File: config.mk
export PLATFORM = sky130hd
export DESIGN_NAME = mdu_iter
export DESIGN_NICKNAME = d
export VERILOG_FILES = /design/src/rtl/mdu_iter.sv
export SDC_FILE = /design/constraint.sdc
export NUM_CORES = 1
export LEC_CHECK = 0
export ABC_AREA = 1
export BUFFER_PORTS_ARGS = -buffer_cell sky130_fd_sc_hd__buf_2
export CELL_PAD_IN_SITES_DETAIL_PLACEMENT = 1
export CELL_PAD_IN_SITES_GLOBAL_PLACEMENT = 1
export CORE_ASPECT_RATIO = 1.75
export CORE_MARGIN = 1.5
export CORE_UTILIZATION = 30
export CTS_BUF_LIST = sky130_fd_sc_hd__clkbuf_8
export CTS_CLUSTER_DIAMETER = 80
export DETAILED_ROUTE_END_ITERATION = 16
export PLACE_DENSITY = 0.61
export SYNTH_ARGS = -nofsm -noshare
export SYNTH_HDL_FRONTEND = slang
export SYNTH_SLANG_ARGS = --single-unit
File: constraint.sdc
create_clock -name clk -period 6.3 [get_ports clk]
set_input_delay 0.315 -clock clk [delete_from_list [all_inputs] [get_ports clk]]
set_output_delay 0.315 -clock clk [all_outputs]
set_load 0.05 [all_outputs]
File: src/rtl/mdu_iter.sv
// mdu_iter: iterative multiply/divide unit producing architectural HI/LO.
// One bit per cycle: MULTU/MULT by shift-add, DIVU/DIV by restoring division.
// Sign handling is done on magnitudes, then corrected in a single FIX cycle.
// Ports:
//   clk, rst          clock, asynchronous active-high reset
//   start, op         launch request (sampled when idle); 00 MULTU 01 MULT 10 DIVU 11 DIV
//   a, b              operands (multiplicand/dividend, multiplier/divisor)
//   hi_we, lo_we      MTHI/MTLO strobes, honoured only when idle; wdata is the data
//   busy, done        operation in flight / one-cycle completion pulse
//   hi, lo            HI (product high / remainder), LO (product low / quotient)
module mdu_iter #(
    parameter int unsigned WIDTH = 32
) (
    input  logic             clk,
    input  logic             rst,
    input  logic             start,
    input  logic [1:0]       op,
    input  logic [WIDTH-1:0] a,
    input  logic [WIDTH-1:0] b,
    input  logic             hi_we,
    input  logic             lo_we,
    input  logic [WIDTH-1:0] wdata,
    output logic             busy,
    output logic             done,
    output logic [WIDTH-1:0] hi,
    output logic [WIDTH-1:0] lo
);

    localparam int unsigned W2 = 2 * WIDTH;
    localparam int unsigned CW = (WIDTH > 1) ? $clog2(WIDTH) : 1;

    typedef enum logic [1:0] {S_IDLE, S_CALC, S_FIX} state_e;

    state_e           state_q, state_d;
    logic [W2-1:0]    acc_q, acc_d;         // product, or remainder:quotient
    logic [WIDTH-1:0] mcand_q, mcand_d;     // multiplicand or divisor magnitude
    logic [WIDTH-1:0] a_q, a_d;             // original dividend for divide-by-zero
    logic [CW-1:0]    cnt_q, cnt_d;
    logic             is_div_q, is_div_d;
    logic             neg_res_q, neg_res_d; // operand signs differ (signed ops)
    logic             neg_rem_q, neg_rem_d; // dividend negative (DIV)
    logic             dz_q, dz_d;
    logic [WIDTH-1:0] hi_q, hi_d, lo_q, lo_d;
    logic             busy_q, busy_d, done_q, done_d;

    logic [WIDTH-1:0] mag_a, mag_b;
    logic [WIDTH:0]   mul_sum;
    logic [WIDTH:0]   rem_sh;
    logic             rem_ge;
    logic [WIDTH-1:0] rem_new;
    logic [W2-1:0]    prod;

    assign busy = busy_q;
    assign done = done_q;
    assign hi   = hi_q;
    assign lo   = lo_q;

    // State register
    always_ff @(posedge clk or posedge rst) begin
        if (rst) state_q <= S_IDLE;
        else     state_q <= state_d;
    end

    // Next-state logic
    always_comb begin
        state_d = state_q;
        case (state_q)
            S_IDLE:  if (start) state_d = S_CALC;
            S_CALC:  if (cnt_q == CW'(WIDTH - 1)) state_d = S_FIX;
            S_FIX:   state_d = S_IDLE;
            default: state_d = S_IDLE;
        endcase
    end

    // Datapath and output next values
    always_comb begin
        acc_d     = acc_q;
        mcand_d   = mcand_q;
        a_d       = a_q;
        cnt_d     = cnt_q;
        is_div_d  = is_div_q;
        neg_res_d = neg_res_q;
        neg_rem_d = neg_rem_q;
        dz_d      = dz_q;
        hi_d      = hi_q;
        lo_d      = lo_q;
        busy_d    = (state_d != S_IDLE);
        done_d    = (state_q == S_FIX);

        mag_a   = (op[0] && a[WIDTH-1]) ? -a : a;
        mag_b   = (op[0] && b[WIDTH-1]) ? -b : b;
        // Shift-add step: W+1 bit sum keeps the carry that shifts into the top
        mul_sum = {1'b0, acc_q[W2-1:WIDTH]} + {1'b0, (acc_q[0] ? mcand_q : '0)};
        // Restoring step: shifted partial remainder needs W+1 bits before the trial subtract
        rem_sh  = acc_q[W2-1:WIDTH-1];
        rem_ge  = (rem_sh >= {1'b0, mcand_q});
        rem_new = rem_ge ? WIDTH'(rem_sh - {1'b0, mcand_q}) : rem_sh[WIDTH-1:0];
        prod    = neg_res_q ? -acc_q : acc_q;

        case (state_q)
            S_IDLE: begin
                if (hi_we) hi_d = wdata;
                if (lo_we) lo_d = wdata;
                if (start) begin
                    is_div_d  = op[1];
                    a_d       = a;
                    cnt_d     = '0;
                    neg_res_d = op[0] & (a[WIDTH-1] ^ b[WIDTH-1]);
                    neg_rem_d = op[0] & a[WIDTH-1];
                    dz_d      = op[1] & (b == '0);
                    if (op[1]) begin
                        acc_d   = {{WIDTH{1'b0}}, mag_a};
                        mcand_d = mag_b;
                    end else begin
                        acc_d   = {{WIDTH{1'b0}}, mag_b};
                        mcand_d = mag_a;
                    end
                end
            end
            S_CALC: begin
                cnt_d = cnt_q + CW'(1);
                if (is_div_q) acc_d = {rem_new, acc_q[WIDTH-2:0], rem_ge};
                else          acc_d = {mul_sum, acc_q[WIDTH-1:1]};
            end
            S_FIX: begin
                if (!is_div_q) begin
                    hi_d = prod[W2-1:WIDTH];
                    lo_d = prod[WIDTH-1:0];
                end else if (dz_q) begin
                    hi_d = a_q;
                    lo_d = '1;
                end else begin
                    lo_d = neg_res_q ? -acc_q[WIDTH-1:0] : acc_q[WIDTH-1:0];
                    hi_d = neg_rem_q ? -acc_q[W2-1:WIDTH] : acc_q[W2-1:WIDTH];
                end
            end
            default: ;
        endcase
    end

    // Datapath and output registers
    always_ff @(posedge clk or posedge rst) begin
        if (rst) begin
            acc_q     <= '0;
            mcand_q   <= '0;
            a_q       <= '0;
            cnt_q     <= '0;
            is_div_q  <= 1'b0;
            neg_res_q <= 1'b0;
            neg_rem_q <= 1'b0;
            dz_q      <= 1'b0;
            hi_q      <= '0;
            lo_q      <= '0;
            busy_q    <= 1'b0;
            done_q    <= 1'b0;
        end else begin
            acc_q     <= acc_d;
            mcand_q   <= mcand_d;
            a_q       <= a_d;
            cnt_q     <= cnt_d;
            is_div_q  <= is_div_d;
            neg_res_q <= neg_res_d;
            neg_rem_q <= neg_rem_d;
            dz_q      <= dz_d;
            hi_q      <= hi_d;
            lo_q      <= lo_d;
            busy_q    <= busy_d;
            done_q    <= done_d;
        end
    end

endmodule

# --- After elaboration in Yosys (flattened, before gate mapping) ---
# Index checks and enable logic that the tools add are counted.
totals:
  reg_bits: 205
  output_inout_bits: 66
  elab_cells: 68
classes:
  n_addsub: 8
  magnitude_cmp: 1
  eq_ne: 6
  mux: 25
  bitwise: 4
  n_reduce_logical: 11
ops:
  columns: ["operator", "n"]
  rows:
  - ["32-bit two-way mux", 14]
  - ["64-bit two-way mux", 3]
  - ["32-bit negation", 4]
  - ["32-bit case mux with 2 select lines", 2]
  - ["64-bit case mux with 2 select lines", 1]
  - ["64-bit negation", 1]
  - ["32-bit by 32-bit adder with 33-bit output", 1]
  - ["33-bit by 32-bit >= comparator with 1-bit output", 1]
  - ["32-bit logical NOT", 1]
  - ["32-bit subtractor", 1]
  - ["5-bit case mux with 2 select lines", 1]
  - ["2-bit AND reduction", 4]
  - ["2-bit inequality test (second input constant)", 3]
  - ["2-bit nonzero test", 3]
  - ["5-bit by 1-bit adder with 5-bit output (second input constant)", 1]
  - ["5-bit equality test (second input constant)", 1]
  - ["5-bit two-way mux", 1]
  - ["2-bit two-way mux", 2]
  - ["2-bit case mux with 2 select lines", 1]
  - ["1-bit bitwise AND", 3]
  - ["2-bit by 1-bit equality test with 1-bit output (second input constant)", 1]
  - ["2-bit equality test (second input constant)", 1]
  - ["1-bit logical AND", 2]
  - ["2-bit logical NOT", 1]
  - ["1-bit XOR", 1]

# --- Depth between registers and ports, before layout ---
# Gate-level depths: netlist (run 1).
logic_depth:
  ltp_word: 5
  mapped_depth: 20
  depth_no_buf: 18

# --- Worst setup path after synthesis (run 1) ---
# OpenSTA, ideal clock, no wires.
synth_timing:
  path_kind: "flip-flop to flip-flop"
  startpoint: "reg acc_q[0]"
  endpoint: "reg acc_q[43]"
  setup_time_ps: 127
  arrival_ps: 2495
  required_ps: 6173
  slack_ps: 3678
  stages_incl_launch_ff: 20
  path_cell_list: "dfrtp_1 > buf_2 > clkbuf_1 > nand2_1 > inv_1 > ha_1 > inv_1 > fa_1 > inv_1 > nand2_1 > o21ai_0 > nand2_1 > nand2_1 > nand2_1 > nand2_1 > nor2_1 > o21ai_0 > inv_1 > nand3_1 > o21ai_1"
synth_between:
  elab_chain_len: 4
synth_rtl:
  columns: ["item", "line_no", "text"]
  rows:
  - ["start, declared", "35", "logic [W2-1:0] acc_q, acc_d;"]
  - ["start signal, assigned", "144", "acc_q <= '0;"]
  - ["start signal, assigned", "157", "acc_q <= acc_d;"]
  - ["32-bit two-way mux", "93", "mul_sum = {1'b0, acc_q[W2-1:WIDTH]} + {1'b0, (acc_q[0] ? mcand_q : '0)};"]
  - ["32-bit by 32-bit adder with 33-bit output", "93", null]
  - ["64-bit two-way mux", "122", "if (is_div_q) acc_d = {rem_new, acc_q[WIDTH-2:0], rem_ge};"]
  - ["64-bit case mux with 2 select lines", "100", "case (state_q)"]
# No other way between the ends.
# A chain may end at the register's enable or synchronous reset.

# --- Worst setup path in the final report (run 1) ---
layout_timing:
  startpoint: "reg acc_q[0]"
  endpoint: "reg acc_q[61]"
# The elaborated chain is that of the path after synthesis.

==> impl_metrics.xml, run 1 <==
<?xml version="1.0" encoding="UTF-8"?>
<metrics>
  <group name="outcome">
    <metric name="status" unit="">complete, no violations</metric>
  </group>
  <group name="critical_path">
    <metric name="critPathMaxFanout" unit="">34</metric>
    <metric name="critical_path_arrival" unit="ns">3.71</metric>
    <metric name="cp_slowest_cell" unit="">sky130_fd_sc_hd__fa_1</metric>
    <metric name="worst_ep_required_time" unit="ns">6.78</metric>
    <metric name="critical_path.reg2reg.endpoint" unit="">acc_q[61]</metric>
    <metric name="max_stage_delay" unit="ns">0.41</metric>
    <metric name="crit-reg2reg-launch" unit="">acc_q[0]</metric>
    <metric name="critPathLaunchType" unit="">flip-flop</metric>
    <metric name="crit_chain" unit="">buf_4, nand2_1, inv_1, ha_1, inv_1, fa_1, inv_1, nand2_1, o21ai_0, nand2_1, nand2_1, nand2_1, nand2_1, nand3_1, nand3_1, nand3_1, nand3_1, nand2_1</metric>
    <metric name="timing_worst_setup_path_type" unit="">reg -&gt; reg</metric>
    <metric name="cpMostUsedCell" unit="">sky130_fd_sc_hd__nand2_1</metric>
    <metric name="reg2reg_depth" unit="">18</metric>
    <metric name="timing.critical_path.to_type" unit="">flip-flop</metric>
    <metric name="worstSetupStartpoint" unit="">acc_q[0]</metric>
    <metric name="timing.reg2reg.setup_slack" unit="ns">3.06</metric>
  </group>
  <group name="cts">
    <metric name="ctsLongestPathBuffers" unit="">3</metric>
    <metric name="clkTransAtPathRegs" unit="ns">0.07</metric>
    <metric name="tritoncts" unit="">done</metric>
    <metric name="cts_inserted_buffers" unit="">34</metric>
    <metric name="clock_tree.root_cell" unit="">sky130_fd_sc_hd__clkbuf_8</metric>
    <metric name="cts_setup_buffers" unit="">0</metric>
    <metric name="worst_skew_pair.late_latency" unit="ns">0.63</metric>
    <metric name="cts-htree-levels" unit="">2</metric>
    <metric name="cts.sinks" unit="">205</metric>
  </group>
  <group name="route">
    <metric name="initial_detailed_routing_violation_count" unit="">1446</metric>
    <metric name="avgRoutedWirePerCell" unit="um">25.3</metric>
    <metric name="route.antenna.remaining_nets" unit="">0</metric>
    <metric name="wl_met2" unit="um">56400</metric>
    <metric name="detailroute.via_count" unit="">24300</metric>
    <metric name="top_layer_used" unit="">met5</metric>
    <metric name="detail_route.wirelength.met1" unit="um">39400</metric>
    <metric name="post_drt_via_cell_ratio" unit="">5.36</metric>
    <metric name="wl_met3" unit="um">4560</metric>
    <metric name="detailedRoute.firstPassIterationCount" unit="">6</metric>
    <metric name="post-route-drc-count" unit="">0</metric>
    <metric name="wirelength" unit="um">115000</metric>
  </group>
  <group name="yosys">
    <metric name="synth_enable_flop_cells" unit="">0</metric>
    <metric name="ys_warnings" unit="">0</metric>
    <metric name="synth-main-ff-cell" unit="">sky130_fd_sc_hd__dfrtp_1</metric>
    <metric name="netlist_instances" unit="">3513</metric>
    <metric name="sequential_area_share_after_synthesis" unit="%">25.3</metric>
    <metric name="postSynthNetCount" unit="">3688</metric>
    <metric name="syn_area_per_cell" unit="um2">5.78</metric>
    <metric name="syn-cell-area" unit="mm2">0.0203</metric>
    <metric name="yosys.cell_types.count" unit="">53</metric>
    <metric name="yosys_register_bits" unit="">205</metric>
    <metric name="async_reset_ff_share" unit="%">100</metric>
  </group>
  <group name="timing">
    <metric name="final.setup_skew" unit="ns">0.0443</metric>
    <metric name="timing.final.crit_share" unit="%">51.4</metric>
    <metric name="report.final.slew_viol_count" unit="">0</metric>
    <metric name="report.final.setup_viol" unit="">0</metric>
    <metric name="max_freq" unit="MHz">309</metric>
    <metric name="finalWorstSetupSlack" unit="ns">3.06</metric>
    <metric name="final.setup.tns" unit="ns">0</metric>
    <metric name="min_period" unit="ns">3.24</metric>
    <metric name="max-slew-margin-rel" unit="%">26.6</metric>
    <metric name="report.final.hold_viol_count" unit="">0</metric>
    <metric name="timing_worst_slew_pin_value" unit="ns">1.09</metric>
    <metric name="rsz0062_at_grt" unit="">no</metric>
  </group>
  <group name="layout">
    <metric name="layout_common_cells" unit="">sky130_fd_sc_hd__nand2_1, sky130_fd_sc_hd__inv_1, sky130_fd_sc_hd__nor2_1</metric>
    <metric name="area_growth_synth_to_finish" unit="%">11.8</metric>
    <metric name="layout.cells.most_common" unit="">sky130_fd_sc_hd__nand2_1</metric>
    <metric name="count_of_nets_after_finishing" unit="">3788</metric>
    <metric name="fillerInstances" unit="">9149</metric>
    <metric name="layout.area.seq" unit="mm2">0.00513</metric>
    <metric name="final_layout_size_suffix_gt1_share" unit="%">8.03</metric>
    <metric name="final_cell_area" unit="mm2">0.0227</metric>
    <metric name="post-route-util" unit="%">33.8</metric>
    <metric name="multi_input_area" unit="mm2">0.0129</metric>
  </group>
  <group name="global_route">
    <metric name="grt_max_degree" unit="">106</metric>
    <metric name="grt.total_usage" unit="%">32.9</metric>
    <metric name="antenna_violations_before_repair" unit="">5</metric>
    <metric name="global_route_wire_length_before_repair" unit="um">165000</metric>
    <metric name="grt_overflow" unit="">0</metric>
    <metric name="first_global_vias" unit="">25100</metric>
  </group>
  <group name="place">
    <metric name="port-buffer-count" unit="">168</metric>
    <metric name="detailedPlace.worstSlack" unit="ns">3.13</metric>
    <metric name="placed_cell_area" unit="mm2">0.0220</metric>
    <metric name="sum_of_net_half_perimeters_after_detailed_placement" unit="um">93700</metric>
    <metric name="place.gp.congestion" unit="">1.01</metric>
  </group>
  <group name="pwr">
    <metric name="power_per_cell_area" unit="mW/mm2">648</metric>
    <metric name="vdd.ir_drop.worst" unit="uV">188</metric>
    <metric name="static_leakage" unit="nW">11.5</metric>
  </group>
  <group name="min_path">
    <metric name="hold_path_startpoint" unit="">wdata[9]</metric>
    <metric name="worstHoldPathCells" unit="">3</metric>
    <metric name="worst_hold_path_type" unit="">in -&gt; reg</metric>
    <metric name="hold_end" unit="">hi[9]</metric>
  </group>
  <group name="flow_run">
    <metric name="max_cap_violations" unit="">0</metric>
  </group>
  <group name="die">
    <metric name="die_x" unit="um">200</metric>
    <metric name="initial_core_utilization" unit="%">30.2</metric>
    <metric name="floorplan.die_area" unit="mm2">0.0693</metric>
    <metric name="floorplan.die.height" unit="um">347</metric>
    <metric name="top_level_ports" unit="">169</metric>
    <metric name="core.rowCount" unit="">126</metric>
    <metric name="fp.coreArea" unit="mm2">0.0672</metric>
  </group>
</metrics>
-- worst max path at each step --
stage | depth (start not counted) | endpoint | slack [ns]
2_1_floorplan | 1 | a_q[0] | 0.39
3_3_place_gp | 6 | mcand_q[31] | 3.13
3_5_place_dp | 18 | acc_q[61] | 3.13
4_1_cts | 18 | acc_q[61] | 3.06
5_1_grt | 18 | acc_q[43] | 2.79
6_report | 18 | acc_q[61] | 3.06
-- power breakdown --
part           switching (mW)  internal (mW)
clock network           0.666          0.643
registers                1.24           1.97
logic                    7.28           2.89
-- Yosys cell counts (2+ instances only) --
master	instances	area, um2
sky130_fd_sc_hd__nand2_1	1081	4060
sky130_fd_sc_hd__nor2_1	460	1730
sky130_fd_sc_hd__inv_1	444	1670
sky130_fd_sc_hd__nand3_1	326	1630
sky130_fd_sc_hd__a21oi_1	270	1350
sky130_fd_sc_hd__o21ai_0	214	1070
sky130_fd_sc_hd__dfrtp_1	205	5130
sky130_fd_sc_hd__clkbuf_1	102	383
sky130_fd_sc_hd__ha_1	70	876
sky130_fd_sc_hd__xor2_1	58	508
sky130_fd_sc_hd__nand4_1	45	282
sky130_fd_sc_hd__nor3_1	32	160
sky130_fd_sc_hd__o211ai_1	31	233
sky130_fd_sc_hd__buf_1	19	71.3
sky130_fd_sc_hd__nand3b_1	14	105
sky130_fd_sc_hd__a22oi_1	11	82.6
sky130_fd_sc_hd__buf_2	11	55.1
sky130_fd_sc_hd__inv_2	11	41.3
sky130_fd_sc_hd__o21ai_1	11	55.1
sky130_fd_sc_hd__o221ai_1	11	96.3
sky130_fd_sc_hd__o31ai_1	9	67.6
sky130_fd_sc_hd__or2_2	7	43.8
sky130_fd_sc_hd__nor2_2	6	37.5
sky130_fd_sc_hd__o21bai_1	6	45.0
sky130_fd_sc_hd__xnor2_1	5	43.8
sky130_fd_sc_hd__a31oi_1	4	25.0
sky130_fd_sc_hd__buf_6	4	45.0
sky130_fd_sc_hd__clkinv_1	4	15.0
sky130_fd_sc_hd__nor4_1	4	25.0
sky130_fd_sc_hd__nor2_4	3	33.8
sky130_fd_sc_hd__nor3_2	3	30.0
sky130_fd_sc_hd__o21a_1	3	22.5
sky130_fd_sc_hd__o22ai_1	3	18.8
sky130_fd_sc_hd__a21oi_2	2	17.5
sky130_fd_sc_hd__a22o_1	2	17.5
sky130_fd_sc_hd__and2_1	2	12.5
sky130_fd_sc_hd__and3_1	2	12.5
sky130_fd_sc_hd__fa_1	2	40.0
sky130_fd_sc_hd__nand2_2	2	12.5
-- metrics by stage --
step | hold WS [ns] | total power [mW] | cells
final | 0.0263 | 14.7 | 4534
after CTS | 0.0120 | 14.6 | 4532
after global routing | 0.0449 | 15.7 | 4533
after global placement | 0.464 | 13.1 | 4470
after detailed placement | 0.473 | 13.2 | 4470
after floorplan | 0.419 | 9.30 | 3513
-- state kept, by name, indices dropped and copies added (netlist names) --
name and flops:
neg_rem_q 1, state_q 2, busy 1, mcand_q 32
done 1, neg_res_q 1, hi 32, lo 32
a_q 32, is_div_q 1, dz_q 1, acc_q 64
cnt_q 5
-- routing by layer --
metal | vias to the layer above | global-route usage [%]
met5 | - | 0
met4 | 2 | 34.0
met3 | 402 | 4.29
met2 | 760 | 57.4
met1 | 11700 | 32.1
li1 | 11500 | -
-- worst max-delay path: cells and delay by family (launching register included) --
kind,cells,cell delay (ns)
AND/OR/NAND/NOR,11,1.12
AO/OA/AOI/OAI,1,0.36
adder cells (fa/ha/maj),2,0.64
flip-flops,1,0.33
buffers and inverters,4,0.66
-- cell type report --
type                       instances  share of cell area (%)
timing repair buffer             200                    4.80
tap                              896                    4.94
antenna                            2                  0.0221
clock inverter                    21                   0.711
inverter                         460                    7.65
clock buffer                      38                    2.31
multi-input combinational       2712                    56.9
sequential                       205                    22.6
-- cells by family (layout without fill, tap and decap cells) --
kind of cell / after synthesis / count (layout) / share of synthesized area, %
and+or+nand+nor: 1991 / 1991 / 40.6
buffers and inverters: 596 / 719 / 11.2
AOI/OAI and AO/OA: 585 / 585 / 15.6
DFF: 205 / 205 / 25.3
adders and majority gates: 72 / 72 / 4.51
xor gates and xnor gates: 63 / 63 / 2.72
muxes: 1 / 1 / 0.0493
other: 0 / 2 / 0
-- repair_timing --
action / in CTS / in global routing
endpoints found under the setup margin: 0 / 0
hold buffers: 3 / 0
resized for setup: 0 / 0
hold endpoints to repair: 104 / 0
(Power assumes the default switching activity.)
==> run 2: changes to the inputs <==
clock period = 2.62 ns   (was 6.3 ns; I/O delays follow)
==> impl_metrics.xml, run 2 (synthesis results as in run 1) <==
<?xml version="1.0" encoding="UTF-8"?>
<metrics>
  <group name="global_route">
    <metric name="first_global_vias" unit="">27000</metric>
    <metric name="grt.total_usage" unit="%">34.1</metric>
    <metric name="grt_overflow" unit="">0</metric>
    <metric name="global_route_wire_length_before_repair" unit="um">171000</metric>
    <metric name="grt_max_degree" unit="">79</metric>
    <metric name="antenna_violations_before_repair" unit="">4</metric>
  </group>
  <group name="place">
    <metric name="port-buffer-count" unit="">168</metric>
    <metric name="sum_of_net_half_perimeters_after_detailed_placement" unit="um">97800</metric>
    <metric name="detailedPlace.worstSlack" unit="ns">-0.709</metric>
    <metric name="place.gp.congestion" unit="">1.00</metric>
  </group>
  <group name="critical_path">
    <metric name="timing.critical_path.to_type" unit="">flip-flop</metric>
    <metric name="critPathMaxFanout" unit="">16</metric>
    <metric name="timing_worst_setup_path_type" unit="">reg -&gt; reg</metric>
    <metric name="critical_path_arrival" unit="ns">3.18</metric>
    <metric name="critPathLaunchType" unit="">flip-flop</metric>
    <metric name="worst_ep_required_time" unit="ns">3.15</metric>
    <metric name="worstSetupStartpoint" unit="">acc_q[38]</metric>
    <metric name="crit-reg2reg-launch" unit="">acc_q[38]</metric>
  </group>
  <group name="outcome">
    <metric name="status" unit="">finished with violations</metric>
    <metric name="violations" unit="">setup timing</metric>
  </group>
  <group name="route">
    <metric name="initial_detailed_routing_violation_count" unit="">1324</metric>
    <metric name="avgRoutedWirePerCell" unit="um">24.4</metric>
    <metric name="wirelength" unit="um">120000</metric>
    <metric name="post-route-drc-count" unit="">0</metric>
    <metric name="detailedRoute.firstPassIterationCount" unit="">5</metric>
    <metric name="route.antenna.remaining_nets" unit="">0</metric>
    <metric name="detailroute.via_count" unit="">25800</metric>
    <metric name="post_drt_via_cell_ratio" unit="">5.25</metric>
  </group>
  <group name="layout">
    <metric name="final_layout_size_suffix_gt1_share" unit="%">19.7</metric>
    <metric name="layout.cells.most_common" unit="">sky130_fd_sc_hd__nand2_1</metric>
    <metric name="area_growth_synth_to_finish" unit="%">33.1</metric>
    <metric name="fillerInstances" unit="">9057</metric>
    <metric name="number_of_flip_flops_in_the_largest_register" unit="">64</metric>
    <metric name="reg_with_most_ffs" unit="">acc_q</metric>
    <metric name="layout_common_cells" unit="">sky130_fd_sc_hd__nand2_1, sky130_fd_sc_hd__nor2_1, sky130_fd_sc_hd__inv_1</metric>
    <metric name="count_of_nets_after_finishing" unit="">4161</metric>
  </group>
  <group name="timing">
    <metric name="min_period" unit="ns">2.65</metric>
    <metric name="finalWorstSetupSlack" unit="ns">-0.0302</metric>
    <metric name="final.setup.tns" unit="ns">-0.0703</metric>
    <metric name="timing_worst_slew_pin_value" unit="ns">0.954</metric>
    <metric name="timing.final.crit_share" unit="%">101</metric>
    <metric name="report.final.slew_viol_count" unit="">0</metric>
    <metric name="rsz0062_at_grt" unit="">yes</metric>
    <metric name="max_freq" unit="MHz">377</metric>
    <metric name="report.final.hold_viol_count" unit="">0</metric>
    <metric name="max-slew-margin-rel" unit="%">35.8</metric>
    <metric name="final.setup_skew" unit="ns">0.0348</metric>
    <metric name="report.final.setup_viol" unit="">3</metric>
  </group>
  <group name="min_path">
    <metric name="hold_path_startpoint" unit="">b[23]</metric>
    <metric name="worst_hold_path_type" unit="">in -&gt; reg</metric>
  </group>
  <group name="cts">
    <metric name="tritoncts" unit="">done</metric>
    <metric name="clock_tree.root_cell" unit="">sky130_fd_sc_hd__clkbuf_8</metric>
    <metric name="cts-htree-levels" unit="">2</metric>
    <metric name="worst_skew_pair.late_latency" unit="ns">0.62</metric>
    <metric name="cts_inserted_buffers" unit="">38</metric>
    <metric name="ctsLongestPathBuffers" unit="">3</metric>
    <metric name="cts.sinks" unit="">205</metric>
    <metric name="clkTransAtPathRegs" unit="ns">0.07</metric>
  </group>
  <group name="die">
    <metric name="floorplan.die_area" unit="mm2">0.0693</metric>
    <metric name="initial_core_utilization" unit="%">30.2</metric>
    <metric name="fp.coreArea" unit="mm2">0.0672</metric>
    <metric name="top_level_ports" unit="">169</metric>
    <metric name="floorplan.die.height" unit="um">347</metric>
    <metric name="die_x" unit="um">200</metric>
    <metric name="core.rowCount" unit="">126</metric>
  </group>
  <group name="pwr">
    <metric name="power_per_cell_area" unit="mW/mm2">1570</metric>
    <metric name="static_leakage" unit="nW">13.4</metric>
    <metric name="vdd.ir_drop.worst" unit="uV">475</metric>
  </group>
  <group name="flow_run">
    <metric name="max_cap_violations" unit="">0</metric>
  </group>
</metrics>
-- run 2: cell types whose count changed in the layout (fill, tap and decap cells not counted), moves of 22 or more --
cell                            before   now
sky130_fd_sc_hd__nor2_2              6    28
sky130_fd_sc_hd__dlygate4sd3_1       3    78
sky130_fd_sc_hd__nor2_1            457   427
sky130_fd_sc_hd__inv_1             457   426
sky130_fd_sc_hd__buf_4              29   304
sky130_fd_sc_hd__ha_1               70    31
sky130_fd_sc_hd__ha_4                0    34
sky130_fd_sc_hd__nand2_1          1081  1041
sky130_fd_sc_hd__nand2_2             2    38
-- run 2: final timing paths --
kind	end	slack, ns	cells past startpoint
worst max-delay path	acc_q[38]	-0.03	13
worst min-delay path	mcand_q[23]	0.02	4
worst max register to register	acc_q[38]	-0.03	13
worst min register to register	cnt_q[3]	0.48	1
max in group asynchronous	mcand_q[20]	1.72	4
min in group asynchronous	lo[2]	0.10	3
-- run 2: power breakdown --
part           switching, mW  total [mW]  internal, mW  leakage [nW]
clock                   1.67        3.68          2.01         0.454
sequential              1.74        6.51          4.77          2.41
combinational           20.7        32.1          11.4          10.6
total                   24.1        42.3          18.2          13.4
-- run 2: per-stage QoR --
step / cells / util [%] / instance area [um2] / power [mW] / hold WS (ns)
floorplan: 3513 / - / 20300 / 22.4 / 0.235
global placement: 4752 / 36.2 / 24300 / 35.4 / 0.183
detailed placement: 4752 / 36.2 / 24300 / 35.8 / 0.177
CTS: 4901 / 39.1 / 26200 / 40.3 / 0.000387
global route: 4913 / 40.2 / 27000 / 45.1 / 0.0426
finish: 4914 / 40.2 / 27000 / 42.3 / 0.0212
-- run 2: cell type report --
class	instances	area, um2	area share [%]
multi-input cells	2712	13900	51.3
flip-flops and latches	205	5140	19.0
repair buffers	569	4270	15.8
inverters	460	1740	6.43
well taps	896	1120	4.15
clock buffers	49	674	2.50
clock inverters	20	198	0.732
diodes	3	7.51	0.0278
-- run 2: what timing repair did --
item / CTS / global route
resized for setup: 63 / 175
hold endpoints to repair: 201 / 0
buffers inserted: 2 / 9
cloned: 0 / 1
hold buffers: 78 / 0
pin swaps: 6 / 38
setup endpoints to repair: 32 / 46
-- run 2: worst max-delay path, stage by stage (launching register included) --
cell and delay (ns):
sky130_fd_sc_hd__dfrtp_1 0.55, sky130_fd_sc_hd__ha_1 0.45, sky130_fd_sc_hd__nand2_1 0.11, sky130_fd_sc_hd__nor2_2 0.24
sky130_fd_sc_hd__nand3_1 0.18, sky130_fd_sc_hd__nor3_2 0.18, sky130_fd_sc_hd__a21oi_2 0.13, sky130_fd_sc_hd__nand2_8 0.16
sky130_fd_sc_hd__nor2_4 0.05, sky130_fd_sc_hd__buf_12 0.14, sky130_fd_sc_hd__buf_4 0.13, sky130_fd_sc_hd__nand2_1 0.06
sky130_fd_sc_hd__nand3b_1 0.09, sky130_fd_sc_hd__nand2_1 0.09
-- run 2: per-layer routing --
metal / global-route usage [%] / up-vias / wire length (um)
met5: 0 / - / 0
met4: 37.0 / 0 / 15800
met1: 31.9 / 12400 / 40500
met3: 4.48 / 423 / 4200
li1: - / 12200 / -
met2: 60.2 / 739 / 59400
==> run 3: changes to the inputs <==
CELL_PAD_IN_SITES_DETAIL_PLACEMENT = default   (was 1)
CELL_PAD_IN_SITES_GLOBAL_PLACEMENT = default   (was 1)
PLACE_DENSITY = 0.44   (was 0.61)
==> impl_metrics.xml, run 3 (synthesis results as in run 1) <==
<?xml version="1.0" encoding="UTF-8"?>
<metrics>
  <group name="outcome">
    <metric name="status" unit="">complete, no violations</metric>
  </group>
  <group name="layout">
    <metric name="reg_with_most_ffs" unit="">acc_q</metric>
    <metric name="final_layout_size_suffix_gt1_share" unit="%">17.0</metric>
    <metric name="area_growth_synth_to_finish" unit="%">30.4</metric>
    <metric name="final_cell_count_no_fill" unit="">4918</metric>
    <metric name="layout_common_cells" unit="">sky130_fd_sc_hd__nand2_1, sky130_fd_sc_hd__inv_1, sky130_fd_sc_hd__nor2_1</metric>
    <metric name="count_of_nets_after_finishing" unit="">4164</metric>
    <metric name="final_cell_area" unit="mm2">0.0265</metric>
    <metric name="layout.cells.most_common" unit="">sky130_fd_sc_hd__nand2_1</metric>
    <metric name="number_of_flip_flops_in_the_largest_register" unit="">64</metric>
    <metric name="post-route-util" unit="%">39.4</metric>
  </group>
  <group name="timing">
    <metric name="min_period" unit="ns">2.53</metric>
    <metric name="rsz0062_at_grt" unit="">yes</metric>
    <metric name="final.setup_skew" unit="ns">0.0536</metric>
    <metric name="timing.final.crit_share" unit="%">96.6</metric>
    <metric name="timing_worst_slew_pin_value" unit="ns">1.13</metric>
    <metric name="max_freq" unit="MHz">395</metric>
    <metric name="hold-worst-slack" unit="ns">0.0242</metric>
    <metric name="max-slew-margin-rel" unit="%">24.9</metric>
    <metric name="report.final.slew_viol_count" unit="">0</metric>
    <metric name="finalWorstSetupSlack" unit="ns">0.0885</metric>
    <metric name="report.final.hold_viol_count" unit="">0</metric>
    <metric name="final.setup.tns" unit="ns">0</metric>
    <metric name="report.final.setup_viol" unit="">0</metric>
  </group>
  <group name="route">
    <metric name="detailroute.via_count" unit="">25200</metric>
    <metric name="avgRoutedWirePerCell" unit="um">23.6</metric>
    <metric name="post-route-drc-count" unit="">0</metric>
    <metric name="route.antenna.remaining_nets" unit="">0</metric>
    <metric name="detailedRoute.firstPassIterationCount" unit="">7</metric>
    <metric name="initial_detailed_routing_violation_count" unit="">1513</metric>
    <metric name="post_drt_via_cell_ratio" unit="">5.12</metric>
    <metric name="wirelength" unit="um">116000</metric>
  </group>
  <group name="die">
    <metric name="top_level_ports" unit="">169</metric>
    <metric name="floorplan.die.height" unit="um">347</metric>
    <metric name="fp.coreArea" unit="mm2">0.0672</metric>
    <metric name="die_x" unit="um">200</metric>
    <metric name="core.rowCount" unit="">126</metric>
    <metric name="initial_core_utilization" unit="%">30.2</metric>
    <metric name="floorplan.die_area" unit="mm2">0.0693</metric>
  </group>
  <group name="critical_path">
    <metric name="critical_path_arrival" unit="ns">3.09</metric>
    <metric name="crit_chain" unit="">inv_1, ha_1, a21oi_2, o21ai_1, nor2_1, o21ai_1, a21oi_2, buf_4, buf_4, nand3_1, nand3_1, nand3_1, nand2_1</metric>
    <metric name="timing_worst_setup_path_type" unit="">reg -&gt; reg</metric>
    <metric name="timing.critical_path.to_type" unit="">flip-flop</metric>
    <metric name="max_stage_delay" unit="ns">0.47</metric>
    <metric name="critPathMaxFanout" unit="">9</metric>
    <metric name="worst_ep_required_time" unit="ns">3.17</metric>
    <metric name="cp_slowest_cell" unit="">sky130_fd_sc_hd__dfrtp_1</metric>
    <metric name="critPathLaunchType" unit="">flip-flop</metric>
    <metric name="cpMostUsedCell" unit="">sky130_fd_sc_hd__nand3_1</metric>
  </group>
  <group name="pwr">
    <metric name="static_leakage" unit="nW">13.4</metric>
    <metric name="vdd.ir_drop.worst" unit="uV">475</metric>
    <metric name="finalPower" unit="mW">40.5</metric>
    <metric name="power_per_cell_area" unit="mW/mm2">1530</metric>
  </group>
  <group name="cts">
    <metric name="cts_inserted_buffers" unit="">39</metric>
    <metric name="tritoncts" unit="">done</metric>
    <metric name="clkTransAtPathRegs" unit="ns">0.07</metric>
    <metric name="cts.sinks" unit="">205</metric>
    <metric name="worst_skew_pair.late_latency" unit="ns">0.63</metric>
    <metric name="clock_tree.root_cell" unit="">sky130_fd_sc_hd__clkbuf_8</metric>
    <metric name="cts-htree-levels" unit="">2</metric>
    <metric name="ctsLongestPathBuffers" unit="">3</metric>
  </group>
  <group name="global_route">
    <metric name="grt_max_degree" unit="">68</metric>
    <metric name="gr-usage-met1" unit="%">31.7</metric>
    <metric name="gr-usage-met3" unit="%">3.79</metric>
    <metric name="grt-busiest-layer" unit="">met2</metric>
    <metric name="antenna_violations_before_repair" unit="">4</metric>
    <metric name="grt.total_usage" unit="%">32.9</metric>
    <metric name="first_global_vias" unit="">24700</metric>
    <metric name="grt_overflow" unit="">0</metric>
    <metric name="groute.layer.met2.usage" unit="%">59.1</metric>
    <metric name="global_route_wire_length_before_repair" unit="um">164000</metric>
  </group>
  <group name="place">
    <metric name="sum_of_net_half_perimeters_after_detailed_placement" unit="um">96100</metric>
    <metric name="port-buffer-count" unit="">168</metric>
    <metric name="numPlacedInstances" unit="">4760</metric>
    <metric name="detailedPlace.worstSlack" unit="ns">-0.394</metric>
    <metric name="place.gp.congestion" unit="">0.984</metric>
    <metric name="placed_cell_area" unit="mm2">0.0244</metric>
  </group>
  <group name="min_path">
    <metric name="worst_hold_path_type" unit="">in -&gt; reg</metric>
  </group>
  <group name="flow_run">
    <metric name="max_cap_violations" unit="">0</metric>
  </group>
</metrics>
run 3: cell count changes in the layout (fill, tap and decap cells not counted), moves of 12 or more:
cell / change
sky130_fd_sc_hd__nor2_1: +12
sky130_fd_sc_hd__inv_1: +29
sky130_fd_sc_hd__inv_2: -16
sky130_fd_sc_hd__nand2_1: +25
sky130_fd_sc_hd__ha_1: +21
sky130_fd_sc_hd__nand2_2: -22
sky130_fd_sc_hd__ha_4: -22
run 3: critical path: cells and delay by family (launching register included):
kind                       cells  cell delay [ns]
buffers and inverters          3             0.55
adders and majority gates      1             0.24
AOI/OAI and AO/OA              4             0.69
and+or+nand+nor                5             0.53
DFF                            1             0.47
run 3: final cells by class:
class                           instances  area [um2]
Inverter                              460        1730
Multi-Input combinational cell       2712       13300
Timing Repair Buffer                  571        4320
Clock inverter                         27         225
Tap cell                              896        1120
Sequential cell                       205        5140
Antenna cell                            2        5.00
Fill cell                            7689       40700
Clock buffer                           45         619
run 3: final timing paths:
| path | end | slack, ns | start | cells after the start |
|---|---|---|---|---|
| setup / recovery | acc_q[54] | 0.09 | mcand_q[29] | 13 |
| hold / removal | dz_q | 0.02 | b[26] | 4 |
| setup reg to reg | acc_q[54] | 0.09 | mcand_q[29] | 13 |
| hold reg to reg | cnt_q[3] | 0.48 | cnt_q[3] | 1 |
| max in group asynchronous | hi[24] | 1.59 | rst | 4 |
| min in group asynchronous | acc_q[7] | 0.16 | rst | 3 |
run 3: timing repair:
action                                  CTS  global route
setup buffers                             1             6
cloned                                    0             0
gates resized for setup                  12            97
hold buffers                             77             0
pin swaps                                 1            13
endpoints found under the setup margin   16            41
endpoints found under the hold margin   118             0
run 3: layer usage:
metal  vias to the layer above  wire length (um)
met5                         -                13
met4                         2             13800
met3                       340              4660
met2                       853             58600
met1                     11800             38900
li1                      12200                 -
run 3: power breakdown:
group	total (mW)	switching (mW)	internal, mW
Sequential	6.54	1.77	4.77
Combinational	30.4	19.6	10.8
Clock	3.55	1.65	1.90
